--- src/rtl/core_pkg.sv ---
// Core-wide decode constants shared by the control decoder, ALU control and
// hazard controller.
package core_pkg;

    localparam logic [6:0] OP_R     = 7'b0110011;
    localparam logic [6:0] OP_I_IMM = 7'b0010011;
    localparam logic [6:0] OP_I_LW  = 7'b0000011;
    localparam logic [6:0] OP_S     = 7'b0100011;
    localparam logic [6:0] OP_SB    = 7'b1100011;

    typedef enum logic [1:0] {
        ALUOP_ADD   = 2'b00,
        ALUOP_SUB   = 2'b01,
        ALUOP_FUNCT = 2'b10,
        ALUOP_IMM   = 2'b11
    } alu_op_e;

    typedef enum logic [2:0] {
        CTRL_RESET,
        CTRL_FREEZE,
        CTRL_BUBBLE,
        CTRL_FLUSH,
        CTRL_RUN
    } ctrl_mode_e;

    // x0 is hardwired to zero, so it can never carry a dependence.
    function automatic logic reg_match(input logic [4:0] x,
                                       input logic [4:0] rs1,
                                       input logic [4:0] rs2,
                                       input logic       uses_rs1,
                                       input logic       uses_rs2);
        return (x != 5'd0) && ((uses_rs1 && (x == rs1)) || (uses_rs2 && (x == rs2)));
    endfunction

endpackage

--- src/rtl/hazard_ctrl_if.sv ---
// ID-stage hazard control bundle: instruction fields in, pipeline controls
// and performance counters out.
interface hazard_ctrl_if #(
    parameter int unsigned CNT_W = 16
);
    logic [6:0]       Op_i;
    logic [4:0]       RS1addr_i;
    logic [4:0]       RS2addr_i;
    logic [4:0]       RDaddr_i;
    logic             BranchTaken_i;
    logic             MemStall_i;
    logic             NoOp_o;
    logic             PCWrite_o;
    logic             Stall_o;
    logic             Flush_o;
    logic             Freeze_o;
    logic [CNT_W-1:0] BubbleCnt_o;
    logic [CNT_W-1:0] FlushCnt_o;

    modport master (
        output Op_i, RS1addr_i, RS2addr_i, RDaddr_i, BranchTaken_i, MemStall_i,
        input  NoOp_o, PCWrite_o, Stall_o, Flush_o, Freeze_o, BubbleCnt_o, FlushCnt_o
    );

    modport slave (
        input  Op_i, RS1addr_i, RS2addr_i, RDaddr_i, BranchTaken_i, MemStall_i,
        output NoOp_o, PCWrite_o, Stall_o, Flush_o, Freeze_o, BubbleCnt_o, FlushCnt_o
    );
endinterface

--- src/rtl/hazard_ctrl_op_decode.sv ---
// Opcode-class decode for the hazard controller: which register fields the
// ID instruction reads and writes.
module hazard_op_decode
    import core_pkg::*;
(
    input  logic [6:0] op_i,
    output logic       uses_rs1_o,
    output logic       uses_rs2_o,
    output logic       writes_rd_o,
    output logic       is_load_o,
    output logic       is_branch_o
);

    always_comb begin
        uses_rs1_o  = 1'b0;
        uses_rs2_o  = 1'b0;
        writes_rd_o = 1'b0;
        is_load_o   = 1'b0;
        is_branch_o = 1'b0;
        case (op_i)
            OP_R: begin
                uses_rs1_o  = 1'b1;
                uses_rs2_o  = 1'b1;
                writes_rd_o = 1'b1;
            end
            OP_I_IMM: begin
                uses_rs1_o  = 1'b1;
                writes_rd_o = 1'b1;
            end
            OP_I_LW: begin
                uses_rs1_o  = 1'b1;
                writes_rd_o = 1'b1;
                is_load_o   = 1'b1;
            end
            OP_S: begin
                uses_rs1_o = 1'b1;
                uses_rs2_o = 1'b1;
            end
            OP_SB: begin
                uses_rs1_o  = 1'b1;
                uses_rs2_o  = 1'b1;
                is_branch_o = 1'b1;
            end
            default: ;
        endcase
    end

endmodule

--- src/rtl/hazard_ctrl.sv ---
// ID-stage hazard controller: shadows EX/MEM destination state, detects
// load-use and branch-operand hazards, and drives stall/flush/freeze.
module hazard_ctrl
    import core_pkg::*;
#(
    parameter int unsigned CNT_W = 16
) (
    input  logic          clk_i,
    input  logic          rst_i,
    hazard_ctrl_if.slave  hz
);

    logic uses_rs1, uses_rs2, writes_rd, is_load, is_branch;

    hazard_op_decode u_op_decode (
        .op_i        (hz.Op_i),
        .uses_rs1_o  (uses_rs1),
        .uses_rs2_o  (uses_rs2),
        .writes_rd_o (writes_rd),
        .is_load_o   (is_load),
        .is_branch_o (is_branch)
    );

    logic [4:0]       ex_rd_q, ex_rd_d, mem_rd_q, mem_rd_d;
    logic             ex_rw_q, ex_rw_d, ex_mr_q, ex_mr_d, mem_mr_q, mem_mr_d;
    logic [CNT_W-1:0] bubble_cnt_q, bubble_cnt_d, flush_cnt_q, flush_cnt_d;

    logic       ex_match, mem_match, load_use, br_haz, hazard;
    ctrl_mode_e mode;
    logic       noop, pc_write, stall, flush, freeze;

    always_comb begin
        ex_match  = reg_match(ex_rd_q, hz.RS1addr_i, hz.RS2addr_i, uses_rs1, uses_rs2);
        mem_match = reg_match(mem_rd_q, hz.RS1addr_i, hz.RS2addr_i, uses_rs1, uses_rs2);
        load_use  = ex_mr_q && ex_match;
        br_haz    = is_branch && ((ex_rw_q && ex_match) || (mem_mr_q && mem_match));
        hazard    = load_use || br_haz;
    end

    // Taken branches are only honoured once no hazard remains: their
    // comparator operands would otherwise be stale.
    always_comb begin
        if (!rst_i)                mode = CTRL_RESET;
        else if (hz.MemStall_i)    mode = CTRL_FREEZE;
        else if (hazard)           mode = CTRL_BUBBLE;
        else if (hz.BranchTaken_i) mode = CTRL_FLUSH;
        else                       mode = CTRL_RUN;
    end

    always_comb begin
        noop     = 1'b0;
        pc_write = 1'b0;
        stall    = 1'b0;
        flush    = 1'b0;
        freeze   = 1'b0;
        case (mode)
            CTRL_RESET:  noop = 1'b1;
            CTRL_FREEZE: begin
                freeze = 1'b1;
                stall  = 1'b1;
            end
            CTRL_BUBBLE: begin
                noop  = 1'b1;
                stall = 1'b1;
            end
            CTRL_FLUSH: begin
                flush    = 1'b1;
                pc_write = 1'b1;
            end
            default:     pc_write = 1'b1;
        endcase
    end

    always_comb begin
        ex_rd_d      = ex_rd_q;
        ex_rw_d      = ex_rw_q;
        ex_mr_d      = ex_mr_q;
        mem_rd_d     = mem_rd_q;
        mem_mr_d     = mem_mr_q;
        bubble_cnt_d = bubble_cnt_q;
        flush_cnt_d  = flush_cnt_q;
        if (!freeze) begin
            mem_rd_d = ex_rd_q;
            mem_mr_d = ex_mr_q;
            if (noop) begin
                ex_rd_d = '0;
                ex_rw_d = 1'b0;
                ex_mr_d = 1'b0;
            end else begin
                ex_rd_d = hz.RDaddr_i;
                ex_rw_d = writes_rd;
                ex_mr_d = is_load;
            end
            if (noop && (bubble_cnt_q != '1)) bubble_cnt_d = bubble_cnt_q + CNT_W'(1);
            if (flush && (flush_cnt_q != '1))  flush_cnt_d  = flush_cnt_q + CNT_W'(1);
        end
    end

    always_ff @(posedge clk_i or negedge rst_i) begin
        if (!rst_i) begin
            ex_rd_q      <= '0;
            ex_rw_q      <= 1'b0;
            ex_mr_q      <= 1'b0;
            mem_rd_q     <= '0;
            mem_mr_q     <= 1'b0;
            bubble_cnt_q <= '0;
            flush_cnt_q  <= '0;
        end else begin
            ex_rd_q      <= ex_rd_d;
            ex_rw_q      <= ex_rw_d;
            ex_mr_q      <= ex_mr_d;
            mem_rd_q     <= mem_rd_d;
            mem_mr_q     <= mem_mr_d;
            bubble_cnt_q <= bubble_cnt_d;
            flush_cnt_q  <= flush_cnt_d;
        end
    end

    assign hz.NoOp_o      = noop;
    assign hz.PCWrite_o   = pc_write;
    assign hz.Stall_o     = stall;
    assign hz.Flush_o     = flush;
    assign hz.Freeze_o    = freeze;
    assign hz.BubbleCnt_o = bubble_cnt_q;
    assign hz.FlushCnt_o  = flush_cnt_q;

endmodule
--- src/flat_wrapper.sv ---
// flat-port wrapper written by rule: the top's interface ports become plain ports
module hazard_ctrl_flat import core_pkg::*;
#(
    parameter int unsigned CNT_W = 16
)
  (clk_i, rst_i, hz_Op_i, hz_RS1addr_i, hz_RS2addr_i, hz_RDaddr_i, hz_BranchTaken_i, hz_MemStall_i, hz_NoOp_o, hz_PCWrite_o, hz_Stall_o, hz_Flush_o, hz_Freeze_o, hz_BubbleCnt_o, hz_FlushCnt_o);
  hazard_ctrl_if #(.CNT_W(CNT_W)) hz_i ();
  input  logic clk_i;
  input  logic rst_i;
  input wire logic [$bits(hz_i.Op_i)-1:0] hz_Op_i;
  input wire logic [$bits(hz_i.RS1addr_i)-1:0] hz_RS1addr_i;
  input wire logic [$bits(hz_i.RS2addr_i)-1:0] hz_RS2addr_i;
  input wire logic [$bits(hz_i.RDaddr_i)-1:0] hz_RDaddr_i;
  input wire logic [$bits(hz_i.BranchTaken_i)-1:0] hz_BranchTaken_i;
  input wire logic [$bits(hz_i.MemStall_i)-1:0] hz_MemStall_i;
  output wire logic [$bits(hz_i.NoOp_o)-1:0] hz_NoOp_o;
  output wire logic [$bits(hz_i.PCWrite_o)-1:0] hz_PCWrite_o;
  output wire logic [$bits(hz_i.Stall_o)-1:0] hz_Stall_o;
  output wire logic [$bits(hz_i.Flush_o)-1:0] hz_Flush_o;
  output wire logic [$bits(hz_i.Freeze_o)-1:0] hz_Freeze_o;
  output wire logic [$bits(hz_i.BubbleCnt_o)-1:0] hz_BubbleCnt_o;
  output wire logic [$bits(hz_i.FlushCnt_o)-1:0] hz_FlushCnt_o;
  assign hz_i.Op_i = hz_Op_i;
  assign hz_i.RS1addr_i = hz_RS1addr_i;
  assign hz_i.RS2addr_i = hz_RS2addr_i;
  assign hz_i.RDaddr_i = hz_RDaddr_i;
  assign hz_i.BranchTaken_i = hz_BranchTaken_i;
  assign hz_i.MemStall_i = hz_MemStall_i;
  assign hz_NoOp_o = hz_i.NoOp_o;
  assign hz_PCWrite_o = hz_i.PCWrite_o;
  assign hz_Stall_o = hz_i.Stall_o;
  assign hz_Flush_o = hz_i.Flush_o;
  assign hz_Freeze_o = hz_i.Freeze_o;
  assign hz_BubbleCnt_o = hz_i.BubbleCnt_o;
  assign hz_FlushCnt_o = hz_i.FlushCnt_o;
  hazard_ctrl #(.CNT_W(CNT_W)) u_core (.clk_i(clk_i), .rst_i(rst_i), .hz(hz_i));
endmodule
--- config.mk ---
export PLATFORM = sky130hd
export DESIGN_NAME = hazard_ctrl_flat
export DESIGN_NICKNAME = d
export VERILOG_FILES = /design/src/rtl/core_pkg.sv /design/src/rtl/hazard_ctrl_if.sv /design/src/rtl/hazard_ctrl_op_decode.sv /design/src/rtl/hazard_ctrl.sv /design/src/flat_wrapper.sv
export SDC_FILE = /design/constraint.sdc
export NUM_CORES = 1
export LEC_CHECK = 0
export ABC_CLOCK_PERIOD_IN_PS = 4300
export CORE_UTILIZATION = 52
export CTS_CLUSTER_SIZE = 30
export DETAILED_ROUTE_END_ITERATION = 6
export PLACE_DENSITY_LB_ADDON = 0.3
export SYNTH_ARGS = -nofsm -noshare
export SYNTH_HDL_FRONTEND = slang
export SYNTH_HIERARCHICAL = 1
export SYNTH_SLANG_ARGS = --single-unit
--- constraint.sdc ---
create_clock -name clk_i -period 4.3 [get_ports clk_i]
set_input_delay 0.86 -clock clk_i [delete_from_list [all_inputs] [get_ports clk_i]]
set_output_delay 0.86 -clock clk_i [all_outputs]
set_load 0.01 [all_outputs]
==> flow_summary.json <==
{
  "drt_iter0_drc": 81,
  "internal_power_mw": 0.7912,
  "fp.dieW_microns": 69.83,
  "num_vias": 1841,
  "place_ws_ps": 261.7,
  "dieHeight_microns": 69.83,
  "rsz0062_at_grt": "no",
  "power_mw": 1.125,
  "max-clock-path-buffers": 2,
  "grt_pass1_wl_mm": 8.259,
  "final_layout_size_suffix_gt1_share_pct": 10.32,
  "comb_power_share_pct": 28.0,
  "drtPass1Iterations": 4,
  "ant_nets": 0,
  "worst_pin_slew_ps": 624.6,
  "yosysSeqAreaShare_pct": 47.07,
  "reg2reg_depth": 5,
  "layout.nets": 308,
  "finalSetupViolations": 0,
  "crit_path_end_kind": "output port",
  "fin_crit_ps": 4059,
  "yosysMostFrequentCell": "xnor2_1",
  "clock_latency_ps": 290,
  "io_pins": 63,
  "fin_util_pct": 71.52,
  "worstPathRequired_ps": 3440,
  "synth_edf_count": 0,
  "path_clk_slew_ps": 70,
  "setup_slack_ps": 240.8,
  "synth_top_area_share_pct": 47.07,
  "io_buffers": 62,
  "slew_viol_final": 0,
  "p_sw_share_pct": 29.64,
  "avgRoutedWirePerCell_microns": 14.89,
  "grt_max_degree": 34,
  "cts-root-buf": "clkbuf_8",
  "gp_congestion": 0.8677,
  "htree_num_levels": 2,
  "multi_input_area_sq_um": 1215,
  "syn_inst": 213,
  "async_reset_ff_share_pct": 100.0,
  "fin_tns_setup_ps": 0,
  "cap_violations": 0,
  "die_area_sq_um": 4876,
  "grt_overflow": 0,
  "hold_path.class": "flip-flop to flip-flop",
  "period_share_pct": 94.40,
  "worstSetupPathType": "input pin to output port",
  "synth_warnings": 6,
  "first_global_vias": 1808,
  "yosys.area.top_type": "dfrtp_1",
  "wirelength_mm": 4.960,
  "synth_common_cells": "xnor2_1 (46), dfrtp_1 (45), nand2_1 (17)",
  "finClkSkew_ps": 3.218,
  "drcViolationCount": 0,
  "tritoncts.num_buffers": 5,
  "cp.arrival_ps": 3200,
  "synth.area.top_cells": "dfrtp_1 (47%), xnor2_1 (17%), mux2_2 (4.2%)",
  "syn_nets": 241,
  "holdWs_ps": 498.6,
  "switchingPower_mw": 0.3334,
  "core_sq_um": 4384,
  "holdBufCountCts": 0,
  "grt_usage_pct": 21.50,
  "p_per_area_nw_per_um2": 358.7,
  "initial_core_util_pct": 54.57,
  "antenna_found_initial": 0,
  "outcome": "completed",
  "area_growth_pct": 31.07,
  "vias_per_cell": 5.529,
  "nFillCells": 358,
  "synth-seq-cells": 45,
  "cellLeakagePower_nw": 1.269,
  "syn_avg_cell_area_sq_um": 11.23,
  "n_antenna_cell": 0,
  "p_seq_share_pct": 50.1,
  "cts_tree": "yes",
  "min_path_cells": 1,
  "clock_power_share_pct": 21.8,
  "slew_headroom_pct": 58.36,
  "cts_resized": 0,
  "syn_area_sq_um": 2392,
  "finalHoldViolCount": 0,
  "dpl.hpwl_mm": 3.700,
  "cp-start-kind": "input pin",
  "path_max_fanout": 2,
  "post_cts_buffers": 0,
  "vdd_drop_max_uv": 294.7,
  "regArea_sq_um": 1126,
  "timing.fmax_ghz": 0.2464,
  "cts.sinks": 45,
  "rows": 24,
  "yosys.cell_types.count": 37,
  "synth_flop_cell": "dfrtp_1"
}
[layer usage]
metal	wire (microns)	global-route usage, %	vias up	part of all wire [%]
met5	0	0	-	0
met4	106	8.444	0	2.1
met3	243	5.233	12	4.9
met2	2369	34.19	49	48
met1	2241	28.34	885	45
li1	-	-	895	-
[per-stage QoR]
step	instance area, sq um	std cells
after floorplan	2392	213
after detailed placement	3055	325
after CTS	3136	333
after global routing	3136	333
final	3136	333
after global placement	3055	325
[power groups by stage]
stage          combinational [mW]  clock (mW)  sequential, mW
2_1_floorplan               0.126           0           0.584
3_3_place_gp                0.313           0           0.571
3_5_place_dp                0.318           0           0.572
4_1_cts                     0.320       0.253           0.563
5_1_grt                     0.345       0.274           0.575
6_report                    0.315       0.245           0.564
[critical path, stage by stage]
cell	delay, ps
clkdlybuf4s50_1	520
and4bb_1	240
and3_1	200
a21oi_1	80
a21oi_1	260
a22oi_1	180
o21ai_0	270
clkdlybuf4s50_1	600
[registers in the layout (all words and copies together) (netlist names)]
register / cells
u_core/mem_rd_q: 5
u_core/hz.BubbleCnt_o: 16
u_core/mem_mr_q: 1
u_core/hz.FlushCnt_o: 16
u_core/ex_mr_q: 1
u_core/ex_rd_q: 5
u_core/ex_rw_q: 1
[logic make-up (layout without fill, tap and decap cells)]
logic type / count (synthesis) / in the layout / share of synthesized area, %
compound gates: 17 / 17 / 6.276
flops: 45 / 45 / 47.07
simple gates: 84 / 84 / 21.23
fa+ha+maj: 2 / 2 / 1.046
buf+inv: 7 / 75 / 2.144
mux: 10 / 10 / 4.655
xor+xnor: 48 / 48 / 17.57
[worst paths after layout]
check,end,startpoint,slack (ps)
min in group asynchronous,u_core/hz.BubbleCnt_o[14],rst_i,580
max,hz_NoOp_o,hz_Op_i[1],240
min reg2reg,u_core/hz.FlushCnt_o[10],u_core/hz.FlushCnt_o[10],500
min,u_core/hz.FlushCnt_o[10],u_core/hz.FlushCnt_o[10],500
max in group asynchronous,u_core/hz.FlushCnt_o[9],rst_i,3010
max reg2reg,u_core/hz.FlushCnt_o[1],u_core/mem_rd_q[0],1680
[layout by cell type, fill, tap and decap left out, drive strengths merged, types with 3 or more instances in the layout]
cell,instances
and2,4
a22o,7
buf,5
dfrtp,45
clkbuf,8
and3,14
nand4,16
nand2,17
a21oi,3
nor2,8
nand3,12
xnor2,46
mux2,9
clkdlybuf4s50,61
[cell type report]
| cell class | instances | area share [%] |
|---|---|---|
| Multi-Input combinational cell | 161 | 38.75 |
| Sequential cell | 45 | 35.91 |
| Tap cell | 52 | 2.075 |
| Timing Repair Buffer | 66 | 20.59 |
| Clock buffer | 8 | 2.554 |
| Inverter | 1 | 0.1197 |
Note: power is estimated with default switching activity, not from simulation.
